<file path="src/rtl/soc_result_monitor.sv">
// Snoops core data-bus writes to a completion flag and a result word, and times the run.
// FSM: IDLE -> RUN on start, RUN -> DONE on a nonzero flag write, RUN -> TIMEOUT when the watchdog runs out.
module soc_result_monitor #(
  parameter logic [31:0] FLAG_ADDR      = 32'h0000_0100,
  parameter logic [31:0] RESULT_ADDR    = 32'h0000_0104,
  parameter logic [31:0] TIMEOUT_CYCLES = 32'd100
) (
  input  logic        clk_i,
  input  logic        rst_ni,
  input  logic        start_i,
  input  logic        clear_i,
  input  logic        data_req_i,
  input  logic        data_we_i,
  input  logic [31:0] data_addr_i,
  input  logic [31:0] data_wdata_i,
  input  logic [3:0]  data_be_i,
  input  logic [31:0] instr_addr_i,
  output logic [31:0] mem_flag_o,
  output logic [31:0] mem_result_o,
  output logic        done_o,
  output logic        timeout_o,
  output logic [31:0] cycles_o,
  output logic [31:0] last_pc_o
);

  typedef enum logic [1:0] {S_IDLE, S_RUN, S_DONE, S_TIMEOUT} state_t;

  state_t      r_state, w_next;
  logic [31:0] r_flag, r_result, r_cycles, r_last_pc;
  logic        w_wr, w_flag_hit, w_result_hit, w_unused_addr;
  logic [31:0] w_flag_merged, w_result_merged;

  function automatic logic [31:0] merge_bytes(input logic [31:0] old_v,
                                              input logic [31:0] new_v,
                                              input logic [3:0]  be);
    logic [31:0] m;
    for (int k = 0; k < 4; k++)
      m[8*k +: 8] = be[k] ? new_v[8*k +: 8] : old_v[8*k +: 8];
    return m;
  endfunction

  // Word-granular match: the byte offset within the word is irrelevant.
  assign w_wr            = data_req_i & data_we_i;
  assign w_flag_hit      = w_wr & (data_addr_i[31:2] == FLAG_ADDR[31:2]);
  assign w_result_hit    = w_wr & (data_addr_i[31:2] == RESULT_ADDR[31:2]);
  assign w_unused_addr   = ^data_addr_i[1:0];
  assign w_flag_merged   = merge_bytes(r_flag, data_wdata_i, data_be_i);
  assign w_result_merged = merge_bytes(r_result, data_wdata_i, data_be_i);

  always_ff @(posedge clk_i or negedge rst_ni) begin
    if (!rst_ni) r_state <= S_IDLE;
    else         r_state <= w_next;
  end

  always_comb begin
    w_next = r_state;
    if (clear_i) begin
      w_next = S_IDLE;
    end else begin
      case (r_state)
        S_IDLE: if (start_i) w_next = S_RUN;
        S_RUN: begin
          // A qualifying flag write wins over the watchdog in the same cycle.
          if (w_flag_hit && (w_flag_merged != 32'd0))  w_next = S_DONE;
          else if (r_cycles == TIMEOUT_CYCLES - 32'd1) w_next = S_TIMEOUT;
        end
        default: w_next = r_state;
      endcase
    end
  end

  always_comb begin
    done_o    = (r_state == S_DONE);
    timeout_o = (r_state == S_TIMEOUT);
  end

  // Captured values are only touched on run start and during RUN; clear leaves them alone.
  always_ff @(posedge clk_i or negedge rst_ni) begin
    if (!rst_ni) begin
      r_flag    <= '0;
      r_result  <= '0;
      r_cycles  <= '0;
      r_last_pc <= '0;
    end else if (!clear_i) begin
      if (r_state == S_IDLE && start_i) begin
        r_flag   <= '0;
        r_result <= '0;
        r_cycles <= '0;
      end else if (r_state == S_RUN) begin
        if (w_flag_hit)   r_flag   <= w_flag_merged;
        if (w_result_hit) r_result <= w_result_merged;
        if (r_cycles != 32'hFFFF_FFFF) r_cycles <= r_cycles + 32'd1;
        r_last_pc <= instr_addr_i;
      end
    end
  end

  assign mem_flag_o   = r_flag;
  assign mem_result_o = r_result;
  assign cycles_o     = r_cycles;
  assign last_pc_o    = r_last_pc;

endmodule

</file>
<file path="config.mk">
export PLATFORM = sky130hd
export DESIGN_NAME = soc_result_monitor
export DESIGN_NICKNAME = d
export VERILOG_FILES = /design/src/rtl/soc_result_monitor.sv
export SDC_FILE = /design/constraint.sdc
export NUM_CORES = 1
export LEC_CHECK = 0
export BUFFER_PORTS_ARGS = -buffer_cell sky130_fd_sc_hd__buf_2
export CORE_UTILIZATION = 30
export CTS_CLUSTER_DIAMETER = 60
export CTS_CLUSTER_SIZE = 28
export DETAILED_ROUTE_END_ITERATION = 10
export MAX_ROUTING_LAYER = met4
export PLACE_DENSITY = 0.65
export REMOVE_ABC_BUFFERS = 1
export SLEW_MARGIN = 40
export SYNTH_ARGS = -nofsm -noshare
export SYNTH_HDL_FRONTEND = slang
export SYNTH_SLANG_ARGS = --single-unit
</file>
<file path="constraint.sdc">
create_clock -name clk_i -period 3.8 [get_ports clk_i]
set_input_delay 0.95 -clock clk_i [delete_from_list [all_inputs] [get_ports clk_i]]
set_output_delay 0.95 -clock clk_i [all_outputs]
set_load 0.02 [all_outputs]
</file>
# Word level (Yosys, flattened, before mapping)
# Index checks and enable logic that the tools add are counted.
dict set report totals {
  wordCells 66
  ff_bits 130
  inputBits 106
}
dict set report classes {
  mux 22
  n_eq_ne 9
  add_sub_neg 1
  bitwise 5
  reduce_logical 21
}
# operator n
set op_table {}
lappend op_table {{32-bit two-way mux} 9}
lappend op_table {{8-bit two-way mux} 8}
lappend op_table {{30-bit by 7-bit equality test with 1-bit output (second input constant)} 2}
lappend op_table {{32-bit by 1-bit adder with 32-bit output (second input constant)} 1}
lappend op_table {{32-bit by 7-bit equality test with 1-bit output (second input constant)} 1}
lappend op_table {{32-bit inequality test (second input constant)} 1}
lappend op_table {{32-bit nonzero test} 1}
lappend op_table {{4-bit AND reduction} 4}
lappend op_table {{2-bit nonzero test} 8}
lappend op_table {{3-bit AND reduction} 4}
lappend op_table {{2-bit two-way mux} 4}
lappend op_table {{2-bit equality test (second input constant)} 2}
lappend op_table {{4-bit inequality test (second input constant)} 1}
lappend op_table {{2-bit case mux with 2 select lines} 1}
lappend op_table {{1-bit bitwise AND} 3}
lappend op_table {{3-bit inequality test (second input constant)} 1}
lappend op_table {{3-bit nonzero test} 1}
lappend op_table {{2-bit by 1-bit equality test with 1-bit output (second input constant)} 1}
lappend op_table {{1-bit logical AND} 2}
lappend op_table {{2-bit logical NOT} 1}
lappend op_table {{1-bit inverter} 2}

# Logic depth before layout (Yosys ltp)
# Gate-level depths: netlist of the first run.
dict set report depth {
  word_depth 6
  mapped_depth 8
}

# Worst setup path after synthesis of the first run
# Ideal clock, no wire load.
dict set report synth_path {
  kind {in2reg}
  startpoint {in data_addr_i[11]}
  endpoint {reg r_flag[0], in the netlist mem_flag_o[0]}
  cell_stages 5
  t_required_ns 3.733
  setup_slack_ns 1.109
  arrival_ns 2.623
  cell_sequence {nor4b_1 -> nand4_1 -> nor4b_4 -> mux2i_1 -> a22o_1}
}
dict set report synth_via {
  elab_chain_cells 4
}
# element line
set synth_rtl {}
lappend synth_rtl {{start, declared} 14} ;# input logic [31:0] data_addr_i,
lappend synth_rtl {{30-bit by 7-bit equality test with 1-bit output} 44} ;# assign w_flag_hit = w_wr & (data_addr_i[31:2] == FLAG_ADDR[31:2]);
lappend synth_rtl {{1-bit bitwise AND} 44}
lappend synth_rtl {{2-bit nonzero test (no source line)} --}
lappend synth_rtl {{3-bit AND reduction (no source line)} --}
lappend synth_rtl {{end signal, assigned} 90} ;# if (w_flag_hit) r_flag <= w_flag_merged;
lappend synth_rtl {{end, declared} 29} ;# logic [31:0] r_flag, r_result, r_cycles, r_last_pc;
# Every way passes these cells.
# A chain may end at the register's enable or synchronous reset.

# Final worst setup path of the first run
dict set report layout_path {
  startpoint {in data_addr_i[11]}
  endpoint {reg r_flag[20], in the netlist mem_flag_o[20]}
}
# Same word-level chain as after synthesis.

==> qor.yml, run 1 <==
route:
  top_layer_used: "met4"
  wl_mm: 17.9
  wire_per_inst_um: 16.7
  wl_met3_um: 912
  dr_total_vias: 5401
  first_pass_iters: 4
  wl_met1_mm: 8.55
  antenna_left: 0
  vias_per_cell: 5.03
  wl_met2_mm: 8.21
  drc: 0
  drt_iter0_drc: 255
finish:
  final_common_cell: "buf_2"
  multiInputGateArea_um2: 2650
  final_cell_mix: "buf_2 (232), dfrtp_1 (130), nand2_1 (44), a22o_1 (36), mux2i_1 (33)"
  nets: 900
  synthToLayoutAreaGrowth_pct: 33.7
  seq_area_um2: 3250
  fill_cells: 1951
  fin_area_um2: 8160
  drive_above_1_share: 0.401
pwr:
  peakVddDrop_mv: 0.280
  leakagePower_nw: 4.04
  power_density_nw_per_um2: 489
yosys:
  yosys.area.top_type_share: 0.533
  synth-seq-cells: 130
  synth-xor-area-share: 0.00287
  synthFlopType: "dfrtp_1"
  synth_top_area_cell: "dfrtp_1"
  syn_inst: 557
  synth_top_family_by_area: "simple AND/OR/NAND/NOR gates"
  synth.distinct_cells: 51
  muxShareOfSynthArea: 0.113
  synth_fa_ha_area_frac: 0.00205
  yosys.area_share.simple: 0.195
  async_flop_share: 1.00
  ys_top_cells_by_area: "dfrtp_1 (53%), mux2_2 (5.9%), mux2i_1 (5.4%), a22o_1 (5.2%), nand2_1 (2.7%)"
  yosys_warnings: 0
  ys_seq_area_frac: 0.533
  synth_edf_count: 0
  syn_avg_cell_area_um2: 11.0
  syn_area_um2: 6100
  synth_compound_area_frac: 0.120
sta:
  setup_viol: 0
  tns_ns: 0
  max_slew_margin: 0.475
  hold_viol_final: 0
  clock_skew_ns: 0.00730
  max_freq_ghz: 0.357
  worst_slack_ns: 1.00
  fin_crit_ns: 2.80
  worstMarginPinSlew_ns: 0.765
  rsz0062_at_grt: "false"
  slew_violations: 0
  timing.final.crit_share: 0.737
cts:
  h-tree-depth: 4
  numCtsBuffers: 17
  clk_latency_ns: 0.42
  cts_buffer_depth: 2
  cts_setup_buffers: 0
  ctsResizeCount: 0
  cts.sinks: 130
  ctsHoldBuffers: 0
  cts_tree: "built"
  cts_root_buffer: "clkbuf_16"
  path_clk_slew_ns: 0.06
place:
  hpwl_mm: 13.0
  io_buffer_count: 233
  placed_cell_area_um2: 7590
  gp_congestion: 0.807
  place_worst_setup_slack_ns: 0.561
floorplan:
  io_pins: 236
  die_w_um: 145
  rows: 51
  core_region_area_um2: 19700
  initial_core_util: 0.309
  die_area_um2: 20900
  dieHeight_um: 145
critical_path:
  worstPathArrival_ns: 3.15
  crit_fanout: 8
  cp-start-kind: "input port"
  critical_path_class: "input port to register"
  setup.worst_path.end_class: "register"
  cp.required_ns: 4.15
run:
  cap_violations: 0
status:
  outcome: "finished clean"
global_route:
  grt_pass1_vias: 5201
  grt_max_degree: 55
  grtUsageTotal: 0.182
  grt_pass1_wl_mm: 27.8
  overflow: 0
  antenna_found_initial: 2
worst_hold_path:
  hold_class: "input port to async pin"
## registers in the layout, indices dropped and copies added (netlist names)
register	cells
mem_flag_o	32
last_pc_o	32
mem_result_o	32
cycles_o	32
r_state	2
## cell type report
class                           instances  share of cell area
Clock buffer                           18              0.0538
Sequential cell                       130               0.399
Multi-Input combinational cell        375               0.325
Tap cell                              265              0.0406
Clock inverter                         14              0.0156
Inverter                               28              0.0129
Timing Repair Buffer                  241               0.153
Antenna cell                            2            0.000613
## final timing paths
kind | startpoint | cells past startpoint | slack, ns | to
worst max-delay path | data_addr_i[11] | 7 | 1.00 | mem_flag_o[20]$_DFFE_PN0P_
worst min-delay path | rst_ni | 1 | 0.48 | mem_result_o[11]$_DFFE_PN0P_
worst max register to register | r_state[1]$_DFFE_PN0P_ | 6 | 1.34 | mem_flag_o[20]$_DFFE_PN0P_
worst min register to register | mem_result_o[25]$_DFFE_PN0P_ | 1 | 0.48 | mem_result_o[25]$_DFFE_PN0P_
max in group asynchronous | rst_ni | 2 | 2.56 | mem_flag_o[25]$_DFFE_PN0P_
min in group clk_i | mem_result_o[25]$_DFFE_PN0P_ | 1 | 0.48 | mem_result_o[25]$_DFFE_PN0P_
## metal layers
layer / global-route usage / up-vias
met5: - / -
met4: 0.0510 / 0
met3: 0.0444 / 19
met2: 0.280 / 181
met1: 0.239 / 2631
li1: - / 2570
## synth_stat cells (all sizes together) (6+ instances only)
| library cell | n |
|---|---|
| mux2i | 33 |
| nor4 | 20 |
| nand3 | 18 |
| mux2 | 32 |
| nor3 | 13 |
| nand2 | 44 |
| nand4 | 18 |
| clkbuf | 14 |
| and3 | 10 |
| dfrtp | 130 |
| buf | 10 |
| nor4b | 6 |
| o21ai | 22 |
| a21oi | 23 |
| and2 | 8 |
| or4 | 10 |
| nor2 | 18 |
| or3 | 16 |
| inv | 28 |
| a22o | 36 |
## kinds of logic (layout without fill, tap and decap cells)
| group | Yosys count | after routing |
|---|---|---|
| and+or+nand+nor | 203 | 203 |
| other | 0 | 2 |
| AOI/OAI and AO/OA | 104 | 104 |
| muxes | 65 | 65 |
| buffers and inverters | 52 | 301 |
| adders and majority gates | 1 | 1 |
| xor gates and xnor gates | 2 | 2 |
| DFF | 130 | 130 |
## power by group
| part | total (W) | internal (W) | switching (W) |
|---|---|---|---|
| clock network | 0.00158 | 0.000925 | 0.000655 |
| registers | 0.00165 | 0.00155 | 0.0000937 |
| logic | 0.000765 | 0.000290 | 0.000475 |
| total | 0.00399 | 0.00277 | 0.00122 |
## worst max-delay path, stage by stage
cell and delay (ns):
buf_2 0.10, nor4b_1 0.31, nand4_1 0.32, nor4b_4 0.41, buf_4 0.23, mux2i_1 0.60, a22o_1 0.22
## stage by stage
step           hold WS [ns]  instances  power (W)   util
2_1_floorplan         0.605        533    0.00209      -
3_3_place_gp          0.468       1039    0.00243  0.385
3_5_place_dp          0.474       1039    0.00245  0.385
4_1_cts               0.488       1071    0.00405  0.414
5_1_grt               0.502       1073    0.00419  0.414
6_report              0.479       1073    0.00399  0.414
No activity file was read; power rests on OpenSTA's default activity.
==> run 2, diff against run 1 <==
--- a/config.mk
+++ b/config.mk
@@ -5,13 +5,14 @@
 export SDC_FILE = /design/constraint.sdc
 export NUM_CORES = 1
 export LEC_CHECK = 0
+export ABC_AREA = 1
 export BUFFER_PORTS_ARGS = -buffer_cell sky130_fd_sc_hd__buf_2
 export CORE_UTILIZATION = 30
 export CTS_CLUSTER_DIAMETER = 60
 export CTS_CLUSTER_SIZE = 28
 export DETAILED_ROUTE_END_ITERATION = 10
 export MAX_ROUTING_LAYER = met4
-export PLACE_DENSITY = 0.65
+export PLACE_DENSITY = 0.63
 export REMOVE_ABC_BUFFERS = 1
 export SLEW_MARGIN = 40
 export SYNTH_ARGS = -nofsm -noshare
==> constraint.sdc (replaced) <==
create_clock -name clk_i -period 2.85 [get_ports clk_i]
set_input_delay 0.7125 -clock clk_i [delete_from_list [all_inputs] [get_ports clk_i]]
set_output_delay 0.7125 -clock clk_i [all_outputs]
set_load 0.02 [all_outputs]
==> qor.yml, run 2 <==
yosys:
  syn_avg_cell_area_um2: 7.12  # -35%
  syn_inst: 974  # +75%
  yosys.area.top_type_share: 0.469  # -0.0643
  syn_area_um2: 6940  # +14%
  async_flop_share: 1.00  # unchanged
  synth_top_area_cell: "dfrtp_1"
  synthFlopType: "dfrtp_1"
  synth.distinct_cells: 31  # -39%
  synth_edf_count: 0  # unchanged
  synth-seq-cells: 130  # unchanged
  ys_seq_area_frac: 0.469  # -0.0643
  yosys_warnings: 0  # unchanged
  yosysMostFrequentCell: "nand2_1"
  synthTopCellsByCount: "nand2_1 (403), dfrtp_1 (130), inv_1 (112)"
  ys_top_cells_by_area: "dfrtp_1 (47%), nand2_1 (22%), inv_1 (6.1%), nor2_1 (4.6%), o21ai_0 (4.0%)"
critical_path:
  cp_top_family: "simple AND/OR/NAND/NOR gates"
  cp-start-kind: "register"
  cp_slowest_cell: "dfrtp_1"
  critical_path_class: "register to register"
  rrSetupSlack_ns: 0.51  # -0.83 ns
  worst_path_most_repeated_cell: "nand2_1"
  crit_buf_inv: 1  # -1
  cp.required_ns: 3.15  # -1.00 ns
  setup.worst_path.end_class: "register"
  worstPathArrival_ns: 2.64  # -0.51 ns
  crit_fanout: 29  # +21
  crit_chain: "ha_1 > nand3_1 > nor3_2 > nand2_2 > nor2_2 > nand2_1 > nand2_2 > inv_2 > nand3_1 > nand2_1 > nand2_1 > nor2_1"
  crit_path_max_incr_delay_ns: 0.41  # -0.19 ns
floorplan:
  initial_core_util: 0.306  # -0.00298
  die_area_um2: 23700  # +14%
  io_pins: 236  # unchanged
  rows: 55  # +7.8%
  dieHeight_um: 154  # +6.5%
  die_w_um: 154  # +6.5%
  core_region_area_um2: 22600  # +15%
pwr:
  leakagePower_nw: 4.92  # +22%
  power_density_nw_per_um2: 844  # +73%
  peakVddDrop_mv: 0.428  # +53%
place:
  hpwl_mm: 16.6  # +28%
  io_buffer_count: 233  # unchanged
  place_worst_setup_slack_ns: 0.213  # -0.349 ns
  dp_cells: 1475  # +42%
  gp_congestion: 0.936  # +16%
cts:
  numCtsBuffers: 17  # unchanged
  ctsHoldBuffers: 0  # unchanged
  cts_root_buffer: "clkbuf_16"
  ctsResizeCount: 0  # unchanged
  cts_setup_buffers: 0  # unchanged
  cts.sinks: 130  # unchanged
  cts_buffer_depth: 2  # unchanged
  path_clk_slew_ns: 0.06  # about the same
  h-tree-depth: 4  # unchanged
  clk_latency_ns: 0.42  # about the same
  cts_tree: "built"
route:
  antenna_left: 0  # unchanged
  wire_per_inst_um: 14.7  # -12%
  drt_iter0_drc: 332  # +30%
  vias_per_cell: 4.60  # -8.6%
  wl_mm: 22.2  # +24%
  drc: 0  # unchanged
  dr_total_vias: 6936  # +28%
  first_pass_iters: 5  # +1
finish:
  synthToLayoutAreaGrowth_pct: 29.4
  final_cell_mix: "nand2_1 (402), buf_2 (232), dfrtp_1 (130), inv_1 (112), nor2_1 (85)"
  final_common_cell: "nand2_1"
  drive_above_1_share: 0.261  # -0.139
  nets: 1316  # +46%
  finalNonFillerCells: 1507  # +40%
status:
  outcome: "finished clean"
sta:
  setup_viol: 0  # unchanged
  tns_ns: 0  # unchanged
  fin_crit_ns: 2.34
  worstMarginPinSlew_ns: 0.596  # -0.169 ns
  max_freq_ghz: 0.427
  timing.final.crit_share: 0.821
  max_slew_margin: 0.602  # +0.126
  rsz0062_at_grt: "false"
  worst_slack_ns: 0.510  # -0.490 ns
  hold_viol_final: 0  # unchanged
  slew_violations: 0  # unchanged
  clock_skew_ns: 0.0105  # +0.00324 ns
global_route:
  grt_pass1_vias: 6742  # +30%
  overflow: 0  # unchanged
  antenna_found_initial: 1  # -1
  grtUsageTotal: 0.196  # +0.0141
  grt_max_degree: 52  # -5.5%
  grt_pass1_wl_mm: 35.3  # +27%
worst_hold_path:
  hold_class: "input port to async pin"
run:
  cap_violations: 0  # unchanged
==> run 2: final cells by class <==
type	count	area, µm²
clock buffers	20	457
diodes	1	2.50
repair buffers	250	1310
well taps	285	357
multi-input cells	694	3080
clock inverters	11	81.3
flip-flops and latches	130	3250
inverters	116	435
fillers	2426	13700
==> run 2: worst paths after layout <==
check | start | cells after the start | to
setup / recovery | cycles_o[0]$_DFFE_PN0P_ | 12 | cycles_o[14]$_DFFE_PN0P_
hold / removal | rst_ni | 1 | cycles_o[1]$_DFFE_PN0P_
setup reg to reg | cycles_o[0]$_DFFE_PN0P_ | 12 | cycles_o[14]$_DFFE_PN0P_
hold reg to reg | last_pc_o[9]$_DFFE_PN0P_ | 2 | last_pc_o[9]$_DFFE_PN0P_
max in group asynchronous | rst_ni | 2 | mem_result_o[2]$_DFFE_PN0P_
min in group clk_i | last_pc_o[9]$_DFFE_PN0P_ | 2 | last_pc_o[9]$_DFFE_PN0P_
==> run 2: metrics by stage <==
step / total power [W] / utilization / hold slack [ns] / cell area, µm²
2_1_floorplan: 0.00446 / - / 0.417 / 6760
3_3_place_gp: 0.00554 / 0.373 / 0.450 / 8440
3_5_place_dp: 0.00559 / 0.373 / 0.454 / 8440
4_1_cts: 0.00766 / 0.396 / 0.252 / 8970
5_1_grt: 0.00805 / 0.396 / 0.270 / 8980
6_report: 0.00758 / 0.396 / 0.241 / 8980
==> run 2: cells by family after synthesis <==
| group | after synthesis | synth area share |
|---|---|---|
| fa+ha+maj | 1 | 0.00180 |
| flops | 130 | 0.469 |
| xor+xnor | 7 | 0.00884 |
| buf+inv | 150 | 0.0885 |
| simple gates | 578 | 0.340 |
| compound gates | 108 | 0.0925 |
==> run 2: routing by layer <==
| layer | GRT usage | part of all wire | up-vias |
|---|---|---|---|
| met2 | 0.318 | 0.48 | 214 |
| met3 | 0.0510 | 0.063 | 24 |
| li1 | - | - | 3504 |
| met5 | - | 0 | - |
| met1 | 0.240 | 0.44 | 3194 |
| met4 | 0.0586 | 0.017 | 0 |
==> run 2: report_power, final <==
group	total, W	switching, W	internal [W]
Clock	0.00204	0.000879	0.00116
Sequential	0.00278	0.000397	0.00239
Combinational	0.00276	0.00187	0.000890
==> run 3, diff against run 2 <==
--- a/config.mk
+++ b/config.mk
@@ -5,14 +5,14 @@
 export SDC_FILE = /design/constraint.sdc
 export NUM_CORES = 1
 export LEC_CHECK = 0
-export ABC_AREA = 1
+export ABC_AREA = 0
 export BUFFER_PORTS_ARGS = -buffer_cell sky130_fd_sc_hd__buf_2
 export CORE_UTILIZATION = 30
 export CTS_CLUSTER_DIAMETER = 60
 export CTS_CLUSTER_SIZE = 28
 export DETAILED_ROUTE_END_ITERATION = 10
 export MAX_ROUTING_LAYER = met4
-export PLACE_DENSITY = 0.63
+export PLACE_DENSITY = 0.65
 export REMOVE_ABC_BUFFERS = 1
 export SLEW_MARGIN = 40
 export SYNTH_ARGS = -nofsm -noshare
==> constraint.sdc (replaced) <==
create_clock -name clk_i -period 2.3 [get_ports clk_i]
set_input_delay 0.575 -clock clk_i [delete_from_list [all_inputs] [get_ports clk_i]]
set_output_delay 0.575 -clock clk_i [all_outputs]
set_load 0.02 [all_outputs]
==> qor.yml, run 3 (synthesized netlist as in run 1, its figures left out) <==
global_route:
  antenna_found_initial: 1  # unchanged
  grt_pass1_vias: 5308  # -21%
  overflow: 0  # unchanged
  grt_pass1_wl_mm: 28.5  # -19%
  grtUsageTotal: 0.187  # -0.00967
  grt_max_degree: 47  # -9.6%
place:
  gp_congestion: 0.814  # -13%
  placed_cell_area_um2: 7980  # -5.4%
  hpwl_mm: 13.4  # -19%
  io_buffer_count: 233  # unchanged
pwr:
  p_int_w: 0.00516  # +16%
  p_comb_frac: 0.185  # -0.179
  p_sw_frac: 0.279  # -0.135
  switchingPower_w: 0.00200  # -36%
  leakagePower_nw: 4.33  # -12%
  p_clk_frac: 0.436  # +0.167
  power_density_nw_per_um2: 827  # -2.1%
  totalPowerFinal_w: 0.00716  # -5.5%
  peakVddDrop_mv: 0.452  # +5.6%
  seq_power_share: 0.379  # +0.012
critical_path:
  cp.required_ns: 2.65  # -0.50 ns
  cp_slowest_cell: "nor4b_1"
  worst_path_most_repeated_cell: "buf_4"
  crit_buf_inv: 3  # +2
  crit_chain: "buf_2 > nor4b_1 > nand4_1 > buf_4 > nor4b_4 > buf_4 > and2_1 > a22o_1"
  worstPathArrival_ns: 2.42  # -0.22 ns
  crit_fanout: 8  # -72%
  cp_top_family: "simple AND/OR/NAND/NOR gates"
  critical_path_class: "input port to register"
  setup.worst_path.end_class: "register"
  cp-start-kind: "input port"
  crit_path_max_incr_delay_ns: 0.34  # -0.07 ns
route:
  wl_mm: 18.2  # -18%
  drc: 0  # unchanged
  wire_per_inst_um: 16.4  # +11%
  antenna_left: 0  # unchanged
  vias_per_cell: 5.00  # +8.7%
  drt_iter0_drc: 261  # -21%
  first_pass_iters: 4  # -1
  dr_total_vias: 5563  # -20%
floorplan:
  die_area_um2: 20900  # -12%
  die_w_um: 145  # -6.1%
  core_region_area_um2: 19700  # -13%
  dieHeight_um: 145  # -6.1%
  io_pins: 236  # unchanged
  initial_core_util: 0.309  # +0.00298
  rows: 51  # -7.3%
run:
  cap_violations: 0  # unchanged
cts:
  h-tree-depth: 4  # unchanged
  cts_tree: "built"
  path_clk_slew_ns: 0.06  # about the same
  cts_root_buffer: "clkbuf_16"
  numCtsBuffers: 17  # unchanged
  cts.sinks: 130  # unchanged
  clk_latency_ns: 0.42  # about the same
  cts_buffer_depth: 2  # unchanged
  ctsHoldBuffers: 0  # unchanged
sta:
  tns_ns: 0  # unchanged
  hold_viol_final: 0  # unchanged
  rsz0062_at_grt: "false"
  fin_crit_ns: 2.07
  slew_violations: 0  # unchanged
  timing.final.crit_share: 0.901
  worstMarginPinSlew_ns: 0.541  # -0.0545 ns
  max_freq_ghz: 0.483
  clock_skew_ns: 0.0131  # +0.00260 ns
  max_slew_margin: 0.639  # +0.0368
  setup_viol: 0  # unchanged
status:
  outcome: "finished clean"
worst_hold_path:
  hold_class: "input port to async pin"
finish:
  fill_cells: 1904  # -22%
  fin_area_um2: 8660  # -3.5%
  final_cell_mix: "buf_2 (232), dfrtp_1 (130), nand2_1 (44), buf_4 (41), a22o_1 (36)"
  final_common_cell: "buf_2"
  drive_above_1_share: 0.428  # +0.167
  final_core_utilization: 0.439  # +0.0429
  synthToLayoutAreaGrowth_pct: 42.0
  nets: 941  # -28%
-- run 3: worst paths after layout --
check | from | end | slack [ns] | depth (start not counted)
worst min register to register | mem_result_o[25]$_DFFE_PN0P_ | mem_result_o[25]$_DFFE_PN0P_ | 0.48 | 1
min in group clk_i | instr_addr_i[9] | last_pc_o[9]$_DFFE_PN0P_ | 0.40 | 2
worst min-delay path | rst_ni | mem_result_o[12]$_DFFE_PN0P_ | 0.10 | 1
worst max register to register | cycles_o[16]$_DFFE_PN0P_ | cycles_o[29]$_DFFE_PN0P_ | 0.24 | 5
max in group asynchronous | rst_ni | cycles_o[29]$_DFFE_PN0P_ | 1.61 | 2
worst max-delay path | data_addr_i[11] | mem_flag_o[11]$_DFFE_PN0P_ | 0.23 | 8
-- run 3: layout make-up --
| cell class | instances | area (µm²) | share of cell area |
|---|---|---|---|
| antenna | 1 | 2.50 | 0.000289 |
| tap | 265 | 332 | 0.0383 |
| timing repair buffer | 282 | 1640 | 0.189 |
| clock inverter | 11 | 224 | 0.0259 |
| inverter | 28 | 105 | 0.0121 |
| clock buffer | 20 | 447 | 0.0516 |
| sequential | 130 | 3250 | 0.376 |
| multi-input combinational | 375 | 2660 | 0.307 |
-- run 3: worst register-to-register path, cell delays in order (launching register included) --
cell and delay [ns]:
dfrtp_1 0.45, nand3_1 0.19, nor4_4 0.43, o2111ai_1 0.36, or3_1 0.41, a21oi_1 0.15
-- run 3: power groups by stage --
stage / combinational, W / clock (W) / sequential [W]
floorplan: 0.000357 / 0 / 0.00310
global placement: 0.00132 / 0 / 0.00274
detailed placement: 0.00134 / 0 / 0.00275
CTS: 0.00134 / 0.00318 / 0.00272
global route: 0.00144 / 0.00329 / 0.00275
finish: 0.00132 / 0.00312 / 0.00272
-- run 3: what timing repair did --
| item | CTS | global route |
|---|---|---|
| buffers inserted | 0 | 0 |
| setup endpoints to repair | 0 | 1 |
| gates resized for setup | 0 | 1 |
| hold endpoints to repair | 0 | 0 |
-- run 3: metrics by stage --
stage / instances / worst slack (ns) / hold slack (ns)
floorplan: 533 / -0.691 / 0.279
global placement: 1080 / -0.166 / 0.470
detailed placement: 1080 / -0.192 / 0.473
CTS: 1111 / 0.216 / 0.115
global route: 1112 / 0.0707 / 0.130
finish: 1112 / 0.229 / 0.104
-- run 3: layer usage --
layer | GRT usage | wire, µm
met4 | 0.0560 | 216
met2 | 0.288 | 8530
met5 | - | 0
met1 | 0.245 | 8540
met3 | 0.0401 | 952
